File: src/rtl/expr_vec_sequencer_pkg.sv
// ----------------------------------------------------------------------------
// expr_seq_pkg
// Shared types and constants for the expression-datapath self-test sequencer:
// FSM state encoding, LFSR width and feedback taps, MISR polynomial and
// initial value, and the slice width used to fold a result into the MISR.
// ----------------------------------------------------------------------------
package expr_seq_pkg;

   localparam int          LFSR_W    = 64;
   // Fibonacci taps 64,63,61,60 -> register bits 63,62,60,59
   localparam logic [63:0] LFSR_TAPS = 64'hD800_0000_0000_0000;
   localparam logic [31:0] MISR_POLY = 32'h04C1_1DB7;
   localparam logic [31:0] MISR_INIT = 32'hFFFF_FFFF;
   localparam int          FOLD_W    = 32;

   typedef enum logic [2:0] {
      ST_IDLE    = 3'd0,
      ST_LOAD    = 3'd1,
      ST_DRIVE   = 3'd2,
      ST_SETTLE  = 3'd3,
      ST_CAPTURE = 3'd4,
      ST_DONE    = 3'd5
   } state_e;

   // One LFSR step: shift left, XOR of the tapped bits enters bit 0.
   function automatic logic [LFSR_W-1:0] lfsr_next(input logic [LFSR_W-1:0] cur);
      return {cur[LFSR_W-2:0], ^(cur & LFSR_TAPS)};
   endfunction

endpackage

File: src/rtl/expr_vec_sequencer_if.sv
// ----------------------------------------------------------------------------
// expr_vec_sequencer_if
// Bundles the sequencer's run handshake and datapath buses.
//   start/seed/num_vec : run request and its parameters (harness -> sequencer)
//   opnd / res         : operand bus to and result bus from the datapath
//   busy/done/sig/vec_cnt : run status and signature (sequencer -> harness)
// With EXPR_SEQ_GOLDEN_EN defined, also carries exp_sig (expected signature,
// sampled with start) and pass (signature compare result).
// Modports: master = harness/datapath side, slave = sequencer.
// ----------------------------------------------------------------------------
interface expr_vec_sequencer_if #(
   parameter int OPW    = 60,
   parameter int RESW   = 90,
   parameter int NVEC_W = 16
);
   logic              start;
   logic [63:0]       seed;
   logic [NVEC_W-1:0] num_vec;
   logic [OPW-1:0]    opnd;
   logic [RESW-1:0]   res;
   logic              busy;
   logic              done;
   logic [31:0]       sig;
   logic [NVEC_W-1:0] vec_cnt;
`ifdef EXPR_SEQ_GOLDEN_EN
   logic [31:0]       exp_sig;
   logic              pass;

   modport master (output start, seed, num_vec, res, exp_sig,
                   input  opnd, busy, done, sig, vec_cnt, pass);
   modport slave  (input  start, seed, num_vec, res, exp_sig,
                   output opnd, busy, done, sig, vec_cnt, pass);
`else
   modport master (output start, seed, num_vec, res,
                   input  opnd, busy, done, sig, vec_cnt);
   modport slave  (input  start, seed, num_vec, res,
                   output opnd, busy, done, sig, vec_cnt);
`endif
endinterface

File: src/rtl/expr_vec_sequencer_misr.sv
// ----------------------------------------------------------------------------
// expr_misr32
// Combinational next-signature function of the 32-bit MISR.
//   sig_in  : current signature
//   res_in  : datapath result, zero-padded to a multiple of 32 bits; the
//             32-bit slices are XOR-folded together
//   sig_out : (sig_in << 1) ^ (sig_in[31] ? poly : 0) ^ fold
// ----------------------------------------------------------------------------
module expr_misr32
   import expr_seq_pkg::*;
#(
   parameter int RESW = 90
) (
   input  logic [31:0]     sig_in,
   input  logic [RESW-1:0] res_in,
   output logic [31:0]     sig_out
);

   localparam int NSLICE = (RESW + FOLD_W - 1) / FOLD_W;

   logic [NSLICE*FOLD_W-1:0] pad_s;
   logic [FOLD_W-1:0]        fold_s;

   // Zero-pad the result, fold its slices, and advance the signature.
   always_comb begin
      pad_s             = '0;
      pad_s[RESW-1:0]   = res_in;
      fold_s            = '0;
      for (int i = 0; i < NSLICE; i++) begin
         fold_s = fold_s ^ pad_s[i*FOLD_W +: FOLD_W];
      end
      sig_out = {sig_in[30:0], 1'b0} ^ (sig_in[31] ? MISR_POLY : 32'h0000_0000) ^ fold_s;
   end

endmodule

File: src/rtl/expr_vec_sequencer.sv
// ----------------------------------------------------------------------------
// expr_vec_sequencer
// Self-test sequencer for a combinational expression datapath. On start it
// seeds a 64-bit LFSR, then for each of num_vec vectors drives lfsr[OPW-1:0]
// onto opnd, waits SETTLE cycles, folds res into a 32-bit MISR and steps the
// LFSR. A one-cycle done pulse closes the run.
//   clk   : clock, rising edge
//   reset : synchronous, active-high
//   bus   : expr_vec_sequencer_if.slave (start/seed/num_vec/res in,
//           opnd/busy/done/sig/vec_cnt out)
// Optional: EXPR_SEQ_GOLDEN_EN adds exp_sig (sampled with start) and pass
// (final sig == exp_sig, updated in DONE, cleared by start).
// ----------------------------------------------------------------------------
module expr_vec_sequencer
   import expr_seq_pkg::*;
#(
   parameter int OPW    = 60,
   parameter int RESW   = 90,
   parameter int NVEC_W = 16,
   parameter int SETTLE = 1
) (
   input  logic                 clk,
   input  logic                 reset,
   expr_vec_sequencer_if.slave  bus
);

   localparam int             SCW         = (SETTLE > 1) ? $clog2(SETTLE) : 1;
   localparam logic [SCW-1:0] SETTLE_LOAD = SCW'((SETTLE > 0) ? (SETTLE - 1) : 0);

   state_e              state_r;
   state_e              state_s;
   logic [LFSR_W-1:0]   lfsr_r;
   logic [NVEC_W-1:0]   num_vec_r;
   logic [NVEC_W-1:0]   vec_cnt_r;
   logic [NVEC_W-1:0]   vec_cnt_inc_s;
   logic [SCW-1:0]      settle_cnt_r;
   logic [31:0]         sig_r;
   logic [31:0]         misr_next_s;
   logic [OPW-1:0]      opnd_r;
   logic                busy_r;
   logic                busy_s;
   logic                done_r;
   logic                done_s;

   assign vec_cnt_inc_s = vec_cnt_r + NVEC_W'(1);

   expr_misr32 #(.RESW(RESW)) u_misr (
      .sig_in  (sig_r),
      .res_in  (bus.res),
      .sig_out (misr_next_s)
   );

   // FSM state register.
   always_ff @(posedge clk) begin
      if (reset) begin
         state_r <= ST_IDLE;
      end else begin
         state_r <= state_s;
      end
   end

   // FSM next-state logic.
   always_comb begin
      state_s = state_r;
      case (state_r)
         ST_IDLE: begin
            if (bus.start) state_s = ST_LOAD;
            else           state_s = ST_IDLE;
         end
         ST_LOAD: begin
            if (num_vec_r == NVEC_W'(0)) state_s = ST_DONE;
            else                         state_s = ST_DRIVE;
         end
         ST_DRIVE: begin
            if (SETTLE > 0) state_s = ST_SETTLE;
            else            state_s = ST_CAPTURE;
         end
         ST_SETTLE: begin
            if (settle_cnt_r == SCW'(0)) state_s = ST_CAPTURE;
            else                         state_s = ST_SETTLE;
         end
         ST_CAPTURE: begin
            // Compare in NVEC_W bits so a full-scale count still terminates.
            if (vec_cnt_inc_s == num_vec_r) state_s = ST_DONE;
            else                            state_s = ST_DRIVE;
         end
         ST_DONE:  state_s = ST_IDLE;
         default:  state_s = ST_IDLE;
      endcase
   end

   // FSM outputs, decoded from the next state so they can be registered.
   always_comb begin
      busy_s = (state_s != ST_IDLE);
      done_s = (state_s == ST_DONE);
   end

   // Registered status outputs.
   always_ff @(posedge clk) begin
      if (reset) begin
         busy_r <= 1'b0;
         done_r <= 1'b0;
      end else begin
         busy_r <= busy_s;
         done_r <= done_s;
      end
   end

   // Run datapath: LFSR, operand register, settle counter, MISR, vector count.
   always_ff @(posedge clk) begin
      if (reset) begin
         lfsr_r       <= 64'h1;
         num_vec_r    <= '0;
         vec_cnt_r    <= '0;
         settle_cnt_r <= '0;
         sig_r        <= MISR_INIT;
         opnd_r       <= '0;
      end else begin
         case (state_r)
            ST_IDLE: begin
               if (bus.start) begin
                  num_vec_r <= bus.num_vec;
                  // An all-zero seed would lock the LFSR.
                  lfsr_r    <= (bus.seed == 64'h0) ? 64'h1 : bus.seed;
                  sig_r     <= MISR_INIT;
                  vec_cnt_r <= '0;
               end
            end
            ST_DRIVE: begin
               opnd_r       <= lfsr_r[OPW-1:0];
               settle_cnt_r <= SETTLE_LOAD;
            end
            ST_SETTLE: begin
               if (settle_cnt_r != SCW'(0)) settle_cnt_r <= settle_cnt_r - SCW'(1);
            end
            ST_CAPTURE: begin
               sig_r     <= misr_next_s;
               vec_cnt_r <= vec_cnt_inc_s;
               lfsr_r    <= lfsr_next(lfsr_r);
            end
            default: begin
            end
         endcase
      end
   end

`ifdef EXPR_SEQ_GOLDEN_EN
   logic [31:0] exp_sig_r;
   logic        pass_r;

   // Golden-signature compare: latch expectation on start, judge in DONE.
   always_ff @(posedge clk) begin
      if (reset) begin
         exp_sig_r <= 32'h0000_0000;
         pass_r    <= 1'b0;
      end else if ((state_r == ST_IDLE) && bus.start) begin
         exp_sig_r <= bus.exp_sig;
         pass_r    <= 1'b0;
      end else if (state_r == ST_DONE) begin
         pass_r    <= (sig_r == exp_sig_r);
      end
   end

   assign bus.pass = pass_r;
`endif

   assign bus.opnd    = opnd_r;
   assign bus.busy    = busy_r;
   assign bus.done    = done_r;
   assign bus.sig     = sig_r;
   assign bus.vec_cnt = vec_cnt_r;

endmodule

File: src/flat_wrapper.sv
// flat-port wrapper written by rule: the top's interface ports become plain ports
module expr_vec_sequencer_flat import expr_seq_pkg::*;
#(
   parameter int OPW    = 60,
   parameter int RESW   = 90,
   parameter int NVEC_W = 16,
   parameter int SETTLE = 1
)
  (clk, reset, bus_start, bus_seed, bus_num_vec, bus_res, bus_opnd, bus_busy, bus_done, bus_sig, bus_vec_cnt);
  expr_vec_sequencer_if #(.OPW(OPW), .RESW(RESW), .NVEC_W(NVEC_W)) bus_i ();
  input  logic clk;
  input  logic reset;
  input wire logic [$bits(bus_i.start)-1:0] bus_start;
  input wire logic [$bits(bus_i.seed)-1:0] bus_seed;
  input wire logic [$bits(bus_i.num_vec)-1:0] bus_num_vec;
  input wire logic [$bits(bus_i.res)-1:0] bus_res;
  output wire logic [$bits(bus_i.opnd)-1:0] bus_opnd;
  output wire logic [$bits(bus_i.busy)-1:0] bus_busy;
  output wire logic [$bits(bus_i.done)-1:0] bus_done;
  output wire logic [$bits(bus_i.sig)-1:0] bus_sig;
  output wire logic [$bits(bus_i.vec_cnt)-1:0] bus_vec_cnt;
  assign bus_i.start = bus_start;
  assign bus_i.seed = bus_seed;
  assign bus_i.num_vec = bus_num_vec;
  assign bus_i.res = bus_res;
  assign bus_opnd = bus_i.opnd;
  assign bus_busy = bus_i.busy;
  assign bus_done = bus_i.done;
  assign bus_sig = bus_i.sig;
  assign bus_vec_cnt = bus_i.vec_cnt;
  expr_vec_sequencer #(.OPW(OPW), .RESW(RESW), .NVEC_W(NVEC_W), .SETTLE(SETTLE)) u_core (.clk(clk), .reset(reset), .bus(bus_i));
endmodule
File: config.mk
export PLATFORM = sky130hd
export DESIGN_NAME = expr_vec_sequencer_flat
export DESIGN_NICKNAME = d
export VERILOG_FILES = /design/src/rtl/expr_vec_sequencer_pkg.sv /design/src/rtl/expr_vec_sequencer_if.sv /design/src/rtl/expr_vec_sequencer_misr.sv /design/src/rtl/expr_vec_sequencer.sv /design/src/flat_wrapper.sv
export SDC_FILE = /design/constraint.sdc
export NUM_CORES = 1
export LEC_CHECK = 0
export CAP_MARGIN = 30
export CELL_PAD_IN_SITES_DETAIL_PLACEMENT = 0
export CELL_PAD_IN_SITES_GLOBAL_PLACEMENT = 1
export CORE_AREA = 2 2 133 187
export DETAILED_ROUTE_END_ITERATION = 16
export DIE_AREA = 0 0 135 189
export PLACE_DENSITY_LB_ADDON = 0.1
export SLEW_MARGIN = 20
export SYNTH_ARGS = -nofsm -noshare
export SYNTH_HDL_FRONTEND = slang
export SYNTH_HIERARCHICAL = 1
export SYNTH_SLANG_ARGS = --single-unit
export TNS_END_PERCENT = 50
File: constraint.sdc
create_clock -name clk -period 3.3 [get_ports clk]
set_clock_uncertainty 0.15 [all_clocks]
set_input_delay 0.33 -clock clk [delete_from_list [all_inputs] [get_ports clk]]
set_output_delay 0.33 -clock clk [all_outputs]
set_load 0.02 [all_outputs]
==> impl_metrics.tcl <==
set metrics [dict create \
    status "finished, final reports clean" \
    syn_avg_cell_area_um2 8.78 \
    synth.ff_latch_count 193 \
    worst_pin_slew_ns 0.684 \
    io-pin-count 283 \
    diodes 0 \
    grt_pass1_vias 8089 \
    crit_required_ns 3.51 \
    rsz0062_at_grt "false" \
    cellLeakagePower_nw 4.40 \
    overflow 0 \
    ys_dominant_reg_cell "dfxtp_1" \
    clk_path_buf_depth 2 \
    period_share 0.833 \
    start_util 0.365 \
    drt_pre_antenna_iters 9 \
    placed_cell_area_mm2 0.0118 \
    arrival_ns 2.95 \
    end_kind "flip-flop" \
    setup.worst_path.class "flip-flop to flip-flop" \
    hold_class "primary input to flip-flop" \
    start_kind "flip-flop" \
    antenna_found_initial 0 \
    syn-cell-area_mm2 0.00869 \
    clkTransAtPathRegs_ns 0.07 \
    coreArea_mm2 0.0238 \
    irDropWorstVdd_uv 439 \
    clk_latency_ns 0.43 \
    post_cts_buffers 0 \
    tns_ns 0 \
    synth_edf_count 0 \
    maxCapViolCount 0 \
    fp.dieArea_mm2 0.0255 \
    cts-hold-fix-buffers 0 \
    cts_resized 0 \
    final_util 0.521 \
    drv_slew 0 \
    clock-sinks 193 \
    power_density_mw_per_mm2 532 \
    hpwlAfterDp_um 19900 \
    routed_wl_um 28200 \
    drc 0 \
    slew_headroom 0.544 \
    cp_max_fo 10 \
    synth_warnings 6 \
    numCtsBuffers 17 \
    nets 1411 \
    period_minus_slack_ns 2.75 \
    wire_per_inst_um 18.1 \
    drt_iter0_drc 671 \
    finish.instance_area_mm2 0.0124 \
    vias 8339 \
    viasPerCell 5.35 \
    async_reset_ff_frac 0 \
    fp-row-count 67 \
    place_congestion 0.779 \
    clockRootBuffer "clkbuf_16" \
    synthCells 989 \
    drtAntennaViolNets 0 \
    cts_tree "built" \
    ys_types 53 \
    groute.usage.overall 0.217 \
    final_cell_mix "281 x clkdlybuf4s50_1, 193 x dfxtp_1, 166 x nand2_1" \
    final_common_cell "clkdlybuf4s50_1" \
    die_y_um 189 \
    htree_num_levels 4 \
    synth_nets 1163 \
    drive_above_1_share 0.0528 \
    grt_max_degree 91 \
    portBuffers 282 \
    setup_violations 0 \
    grt_pass1_wl_um 43800 \
    die_w_um 135 \
    syn_to_final_growth_pct 42.9 \
    max_freq_mhz 364 \
    ys_seq_area_frac 0.445 \
    hold_viol_final 0 \
    nFillCells 2349 \
]
==> critical path, cell delays in order (launching register included) <==
cell and delay (ns):
dfxtp_1 0.47, ha_1 0.36, nand3_4 0.17, nor4_1 0.54, xnor2_1 0.22, nor4b_1 0.28
nand4b_1 0.26, o21ai_0 0.22
==> routing by layer <==
layer  up-vias  global-route usage  wire [um]
met5         -                   0          0
met4         0              0.0725        626
met3        37              0.0503       1730
met2       288               0.387      14300
met1      3942               0.255      11500
li1       4072                   -          -
==> report_power, final <==
| group | switching [mW] | internal, mW |
|---|---|---|
| combinational | 0.955 | 0.781 |
| sequential | 0.199 | 2.55 |
| clock | 0.923 | 1.20 |
==> logic make-up (layout without fill, tap and decap cells) <==
family	count (synthesis)	in the layout	share of synthesized area
AO/OA/AOI/OAI	234	234	0.184
buffers and inverters	77	338	0.0364
flip-flops	193	193	0.445
adder cells (fa/ha/maj)	1	1	0.00144
XOR/XNOR	110	110	0.132
AND/OR/NAND/NOR	374	374	0.201
==> path summary, 6_finish.rpt <==
path         slack [ns]                   from                   to  depth (start not counted)
min reg2reg        0.30    u_core/bus.opnd[49]  u_core/bus.opnd[49]                          2
max                0.55  u_core/bus.vec_cnt[1]      u_core/bus.done                          7
min                0.21                  reset    u_core/lfsr_r[50]                          2
max reg2reg        0.55  u_core/bus.vec_cnt[1]      u_core/bus.done                          7
==> through the flow <==
| step | instances | total power [mW] | hold WS (ns) | setup WS (ns) |
|---|---|---|---|---|
| 2_1_floorplan | 989 | 3.81 | 0.291 | 0.922 |
| 3_3_place_gp | 1527 | 4.51 | 0.293 | 0.231 |
| 3_5_place_dp | 1527 | 4.52 | 0.295 | 0.234 |
| 4_1_cts | 1559 | 6.66 | 0.216 | 0.561 |
| 5_1_grt | 1560 | 6.94 | 0.231 | 0.346 |
| 6_report | 1560 | 6.60 | 0.210 | 0.552 |
==> cell usage after synthesis (7+ instances only) <==
master,n,area (um^2)
dfxtp_1,193,3860
nor2_1,88,330
xor2_1,33,289
clkbuf_1,61,229
nor3_1,7,35.0
nand4_1,8,50.1
o22ai_1,33,206
buf_2,10,50.1
nor4_1,29,181
nand3_1,8,40.0
xnor3_1,8,180
nor2b_1,7,43.8
a222oi_1,62,621
nand2b_1,35,219
xnor2_1,65,569
nand2_1,167,627
a21oi_1,93,465
o21ai_0,20,100
==> flip-flops by register name, indices dropped and copies added, names as in the netlist <==
name and cells:
u_core/bus.busy 1, u_core/bus.done 1, u_core/bus.opnd 60, u_core/bus.sig 32, u_core/bus.vec_cnt 16, u_core/lfsr_r 64
u_core/num_vec_r 16, u_core/state_r 3
==> final cells by class <==
class | instances | area, um^2 | area share
tap | 310 | 388 | 0.0313
multi-input combinational | 719 | 4530 | 0.365
clock buffer | 20 | 437 | 0.0352
clock inverter | 12 | 159 | 0.0128
timing repair buffer | 305 | 3030 | 0.244
inverter | 1 | 3.75 | 0.000302
sequential | 193 | 3860 | 0.311
(Power assumes the default switching activity.)
==> edit 1: new RTL, config.mk and constraints unchanged <==
The 6 states of `state_e` get a one-hot encoding in 6 bits.
--- a/src/rtl/expr_vec_sequencer_pkg.sv
+++ b/src/rtl/expr_vec_sequencer_pkg.sv
@@ -14,11 +14,11 @@
    localparam int          FOLD_W    = 32;
 
-   typedef enum logic [2:0] {
-      ST_IDLE    = 3'd0,
-      ST_LOAD    = 3'd1,
-      ST_DRIVE   = 3'd2,
-      ST_SETTLE  = 3'd3,
-      ST_CAPTURE = 3'd4,
-      ST_DONE    = 3'd5
+   typedef enum logic [5:0] {
+      ST_IDLE    = 6'b000001,
+      ST_LOAD    = 6'b000010,
+      ST_DRIVE   = 6'b000100,
+      ST_SETTLE  = 6'b001000,
+      ST_CAPTURE = 6'b010000,
+      ST_DONE    = 6'b100000
    } state_e;
 
Function: same outputs for any inputs over 4 cycles, from zero or initial values and one cycle with reset high; so few cycles prove little.
==> edit 1 against the unedited design <==
Non-clock buffer count down 11; sequential cell count increased by 3; final area rose by 0.59%; area after synthesis grew 1.5%; worst setup slack got worse by 0.18 ns; global-route usage is 0.94 points lower; routed wire length is 3.6% lower; critical endpoint unchanged.
Power is not compared: it rests on default switching activity, and its combinational part moved more than twofold at a synthesized area within 25%.
==> edit 1: results (changes against the unedited design) <==
Outcome
  • Status: finished clean

Synth
  • Seq/Total Area, Yosys: 44.5% (about the same)
  • Count leader, synth: nand2_1
  • Top post-synthesis cells by area: dfxtp_1 (45%), nand2_1 (9.6%), a21oi_1 (8.9%)
  • Netlist cell types: 49 (-7.5%)
  • Net Count, Synth: 1212 (+4.2%)
  • Synth top cells by count: nand2_1 (226), dfxtp_1 (196), a21oi_1 (156)

Global route
  • GR Util met2: 36.3% (-2.4 points)
  • Met1 Track Usage GR: 24.9% (-0.57 points)
  • First-pass GRT wire length: 42300 um (-3.6%)
  • Largest net degree at the start of global routing: 118 (+30%)
  • Met3 usage: 5.44% (+0.40 points)
  • GRT Total Usage: 20.8% (-0.94 points)
  • Initial antenna violation count: 2 (+2)
  • Vias in the first global route: 7790 (-3.7%)

Final layout
  • Layout cell share with drive strength beyond 1: 4.65% (-0.63 points)
  • FILL cells: 2325 (-1.0%)

Placed design
  • Dpl hpwl: 18800 um (-5.7%)
  • Placer Congestion: 0.827 (+6.2%)

Worst setup path
  • Worst path max stage delay: 0.58 ns (+0.04 ns)
  • Flop2flop setup slack: 0.37 ns (-0.18 ns)
  • Worst r2r src: u_core/bus.vec_cnt[0]
  • Worst-path fanout max: 8 (-2)
  • Worst r2r path cells: 7 (unchanged)
  • Slowest CP cell: or4_1

Detailed routing
  • Vias: 8163 (-2.1%)
  • Drt wl/cell: 17.0 um (-6.0%)
  • Initial DRC count: 501 (-25%)
  • Drt pass-1 iters: 5 (-4)

Worst hold path
  • WHS Endpoint: u_core/bus.vec_cnt[0]
  • WHS Path Cells: 2 (unchanged)

STA
  • Count of final max-slew check failures: 0 (unchanged)
  • Slew Limit Headroom: 41.7% (-13 points)
  • WHS: 0.203 ns (-0.00696 ns)

Clock network
  • CTS H-Tree Depth: 4 (unchanged)

Power
  • P_leak: between 4 and 5 nW
==> edit 1: cell types whose count changed in the layout (fill, tap and decap cells not counted), moves of 6 or more <==
cell | before | now
nand2_1 | 166 | 226
a21oi_1 | 93 | 156
o21ai_0 | 20 | 13
a22oi_1 | 2 | 66
nor2b_1 | 7 | 1
a222oi_1 | 62 | 0
buf_4 | 21 | 10
nor2_1 | 86 | 29
==> edit 1: worst max path at each step <==
stage | slack (ns) | depth (start not counted) | startpoint | endpoint
floorplan | 0.70 | 7 | u_core/bus.vec_cnt[0] | u_core/state_r[2]
global placement | 0.53 | 7 | u_core/bus.vec_cnt[0] | u_core/state_r[2]
detailed placement | 0.42 | 7 | u_core/bus.vec_cnt[0] | u_core/state_r[2]
CTS | 0.41 | 7 | u_core/bus.vec_cnt[0] | u_core/state_r[2]
global route | 0.24 | 7 | u_core/bus.vec_cnt[0] | u_core/bus.done
finish | 0.37 | 7 | u_core/bus.vec_cnt[0] | u_core/bus.done
==> edit 1: layer usage <==
layer,up-vias,wire length [um]
li1,4090,-
met1,3831,11400
met2,217,13600
met3,25,1750
met4,0,400
met5,-,0
==> edit 1: area by class of cell <==
class | count | area [um^2] | share of cell area, %
multi-input combinational | 765 | 4580 | 36.7
sequential | 196 | 3920 | 31.4
timing repair buffer | 294 | 2940 | 23.5
clock buffer | 20 | 447 | 3.58
tap | 310 | 388 | 3.11
clock inverter | 12 | 200 | 1.60
inverter | 2 | 7.51 | 0.0601
antenna | 1 | 2.50 | 0.0200
==> edit 1: kinds of logic after synthesis <==
group	count (synthesis)	synth area share (%)
simple gates	361	18.6
buf+inv	77	3.82
flops	196	44.5
fa+ha+maj	1	0.142
mux	2	0.227
xor+xnor	118	13.8
compound gates	283	18.9
==> edit 1: report_power, final <==
part,leakage [nW],internal (W),switching [W],total [W]
clock,0.319,0.00137,0.000944,0.00232
sequential,1.59,0.00243,0.0000617,0.00250
combinational,2.44,0.000358,0.000302,0.000660
total,4.35,0.00416,0.00131,0.00547
==> edit 1: stage by stage <==
stage	area [um^2]	worst slack [ns]	std cells	util (%)
after global routing	12500	0.245	1600	52.4
final	12500	0.369	1600	52.4
after CTS	12500	0.410	1599	52.4
after floorplan	8810	0.702	1038	-
after detailed placement	11800	0.422	1567	49.7
after global placement	11800	0.527	1566	49.6
==> edit 2: new RTL, same settings <==
Made on the original files. `OPW` is set to 60 in 3 places; all go to 30.
--- a/src/rtl/expr_vec_sequencer_if.sv
+++ b/src/rtl/expr_vec_sequencer_if.sv
@@ -10,5 +10,5 @@
 // ----------------------------------------------------------------------------
 interface expr_vec_sequencer_if #(
-   parameter int OPW    = 60,
+   parameter int OPW    = 30,
    parameter int RESW   = 90,
    parameter int NVEC_W = 16
--- a/src/rtl/expr_vec_sequencer.sv
+++ b/src/rtl/expr_vec_sequencer.sv
@@ -15,5 +15,5 @@
    import expr_seq_pkg::*;
 #(
-   parameter int OPW    = 60,
+   parameter int OPW    = 30,
    parameter int RESW   = 90,
    parameter int NVEC_W = 16,
--- a/src/flat_wrapper.sv
+++ b/src/flat_wrapper.sv
@@ -2,5 +2,5 @@
 module expr_vec_sequencer_flat import expr_seq_pkg::*;
 #(
-   parameter int OPW    = 60,
+   parameter int OPW    = 30,
    parameter int RESW   = 90,
    parameter int NVEC_W = 16,
Interface: changed (resized bus_opnd); port bits go from 283 to 253. No check against the original RTL was run, so the function may have changed too.
==> edit 2 against the unedited design <==
Count of clock-buffer cells in the layout rose by 3; final area fell by 11%; largest power group unchanged; non-clock buffer count fell by 36; sequential cell count fell by 30; fmax fell by 2.2%; first-iteration DRC count fell by 20%; worst setup slack got worse by 0.062 ns; area after synthesis fell by 12%; total power fell by 8.8%; critical path depth did not move; die area did not move; routed wire length fell by 13%.
==> edit 2: results (changes against the unedited design) <==
Synth
  • Synth top cells by count: dfxtp_1 (163), nand2_1 (116), nor2_1 (86)
  • Seq/Total Area, Yosys: 42.5% (-2.0 points)
  • Top post-synthesis cells by area: dfxtp_1 (43%), xnor2_1 (7.9%), a222oi_1 (7.8%)
  • Avg Cell Area, Syn: 8.85 um^2 (+0.78%)
  • Post-synth ARST share: 0% (unchanged)
  • Yosys warnings: 6 (unchanged)
  • Net Count, Synth: 1041 (-10%)

Placed design
  • Placer Congestion: 0.822 (+5.5%)
  • Dpl hpwl: 17500 um (-12%)
  • Dpl cells: 1374 (-10%)
  • I/O Buffers: 252 (-11%)

Worst hold path
  • Worst hold path startpoint: reset
  • Hold crit path type: input port to flop

Clock network
  • CTS Buf Count: 17 (unchanged)
  • Worst-path clk slew: ~0.06 ns
  • Later-pin clock latency in the skew report: 0.42 ns
  • CTS H-Tree Depth: 4 (unchanged)
  • Post-CTS setup buffer count: 0 (unchanged)
  • CTS max path bufs: 2 (unchanged)

STA
  • Slew Limit Headroom: 37.8% (-17 points)

Detailed routing
  • Initial DRC count: 536 (-20%)
  • Vias: 7297 (-12%)
  • Drt wl/cell: 17.5 um (-3.1%)
  • Drt pass-1 iters: 7 (-2)
  • Vias/cell: 5.19 (-2.9%)

Worst setup path
  • Worst Setup SP: u_core/bus.vec_cnt[1]
  • Worst path max stage delay: 0.52 ns (-0.02 ns)
  • Worst-path fanout max: 8 (-2)
  • Worst endpoint data arrival time: 3.01 ns (+0.06 ns)
  • Slowest CP cell: or3_1
  • Worst r2r path cells: 7 (unchanged)
  • Delay-heaviest family, CP: simple AND/OR/NAND/NOR gates
  • Worst r2r src: u_core/bus.vec_cnt[1]

Final layout
  • Largest Register: u_core/lfsr_r
  • Max FFs per register: 64 (unchanged)
  • Diodes inserted: 0 (unchanged)
  • Layout cell share with drive strength beyond 1: 5.84% (+0.56 points)
  • Nets: 1257 (-11%)

Power
  • P_clk: 0.00207 W (-2%)
  • Seq group: 0.00236 W (-14%)
  • Total power draw: 0.00602 W (-8.8%)
  • Worst VDD drop: 416 uV (-5.2%)
  • P_leak: 3.97 nW (-9.7%)
  • Sw Ratio: 30.5% (-0.93 points)

Global route
  • Vias in the first global route: 7102 (-12%)
  • First-pass GRT wire length: 38500 um (-12%)
  • Largest net degree at the start of global routing: 67 (-26%)
  • GRT Total Usage: 19.0% (-2.8 points)

Outcome
  • Status: finished clean
[edit 2: changes by cell type after synthesis, moves of 4 or more]
cell,unedited run,this run
xnor2_1,65,69
nor2b_1,7,3
dfxtp_1,193,163
o21ai_0,20,13
nand2_1,167,116
a311oi_1,3,7
nand4_1,8,14
nor3_1,7,13
nand4b_1,4,0
a21oi_1,93,61
[edit 2: path summary, 6_finish.rpt]
kind / endpoint / slack (ns)
setup / recovery: u_core/bus.done / 0.49
hold reg to reg: u_core/bus.opnd[10] / 0.30
setup reg to reg: u_core/bus.done / 0.49
hold / removal: u_core/bus.vec_cnt[5] / 0.20
[edit 2: cells by family (layout without fill, tap and decap cells)]
kind of cell,after synthesis,count (layout),share of synthesized area (%)
adder cells (fa/ha/maj),1,1,0.163
AO/OA/AOI/OAI,194,194,18.2
AND/OR/NAND/NOR,318,318,19.4
XOR/XNOR,117,117,15.7
buffers and inverters,74,303,3.99
flip-flops,163,163,42.5
[edit 2: area by class of cell]
class,instances,area (um^2)
inverter,2,7.51
multi-input combinational,630,4130
clock buffer,23,488
timing repair buffer,269,2680
clock inverter,9,126
sequential,163,3260
fill,2377,12700
tap,310,388
[edit 2: per-stage QoR]
| stage | setup WS, ns | cell area, um^2 |
|---|---|---|
| floorplan | 0.734 | 7670 |
| finish | 0.490 | 11100 |
| CTS | 0.476 | 11100 |
| global route | 0.326 | 11100 |
| detailed placement | 0.255 | 10500 |
| global placement | 0.304 | 10500 |
[edit 2: layer usage]
layer / routed length (um) / share of wire (%) / track usage (%) / up-vias
met5: 0 / 0 / 0 / -
li1: - / - / - / 3576
met1: 10600 / 43 / 23.7 / 3422
met3: 1800 / 7.3 / 4.74 / 25
met2: 11800 / 48 / 32.1 / 274
met4: 391 / 1.6 / 5.61 / 0
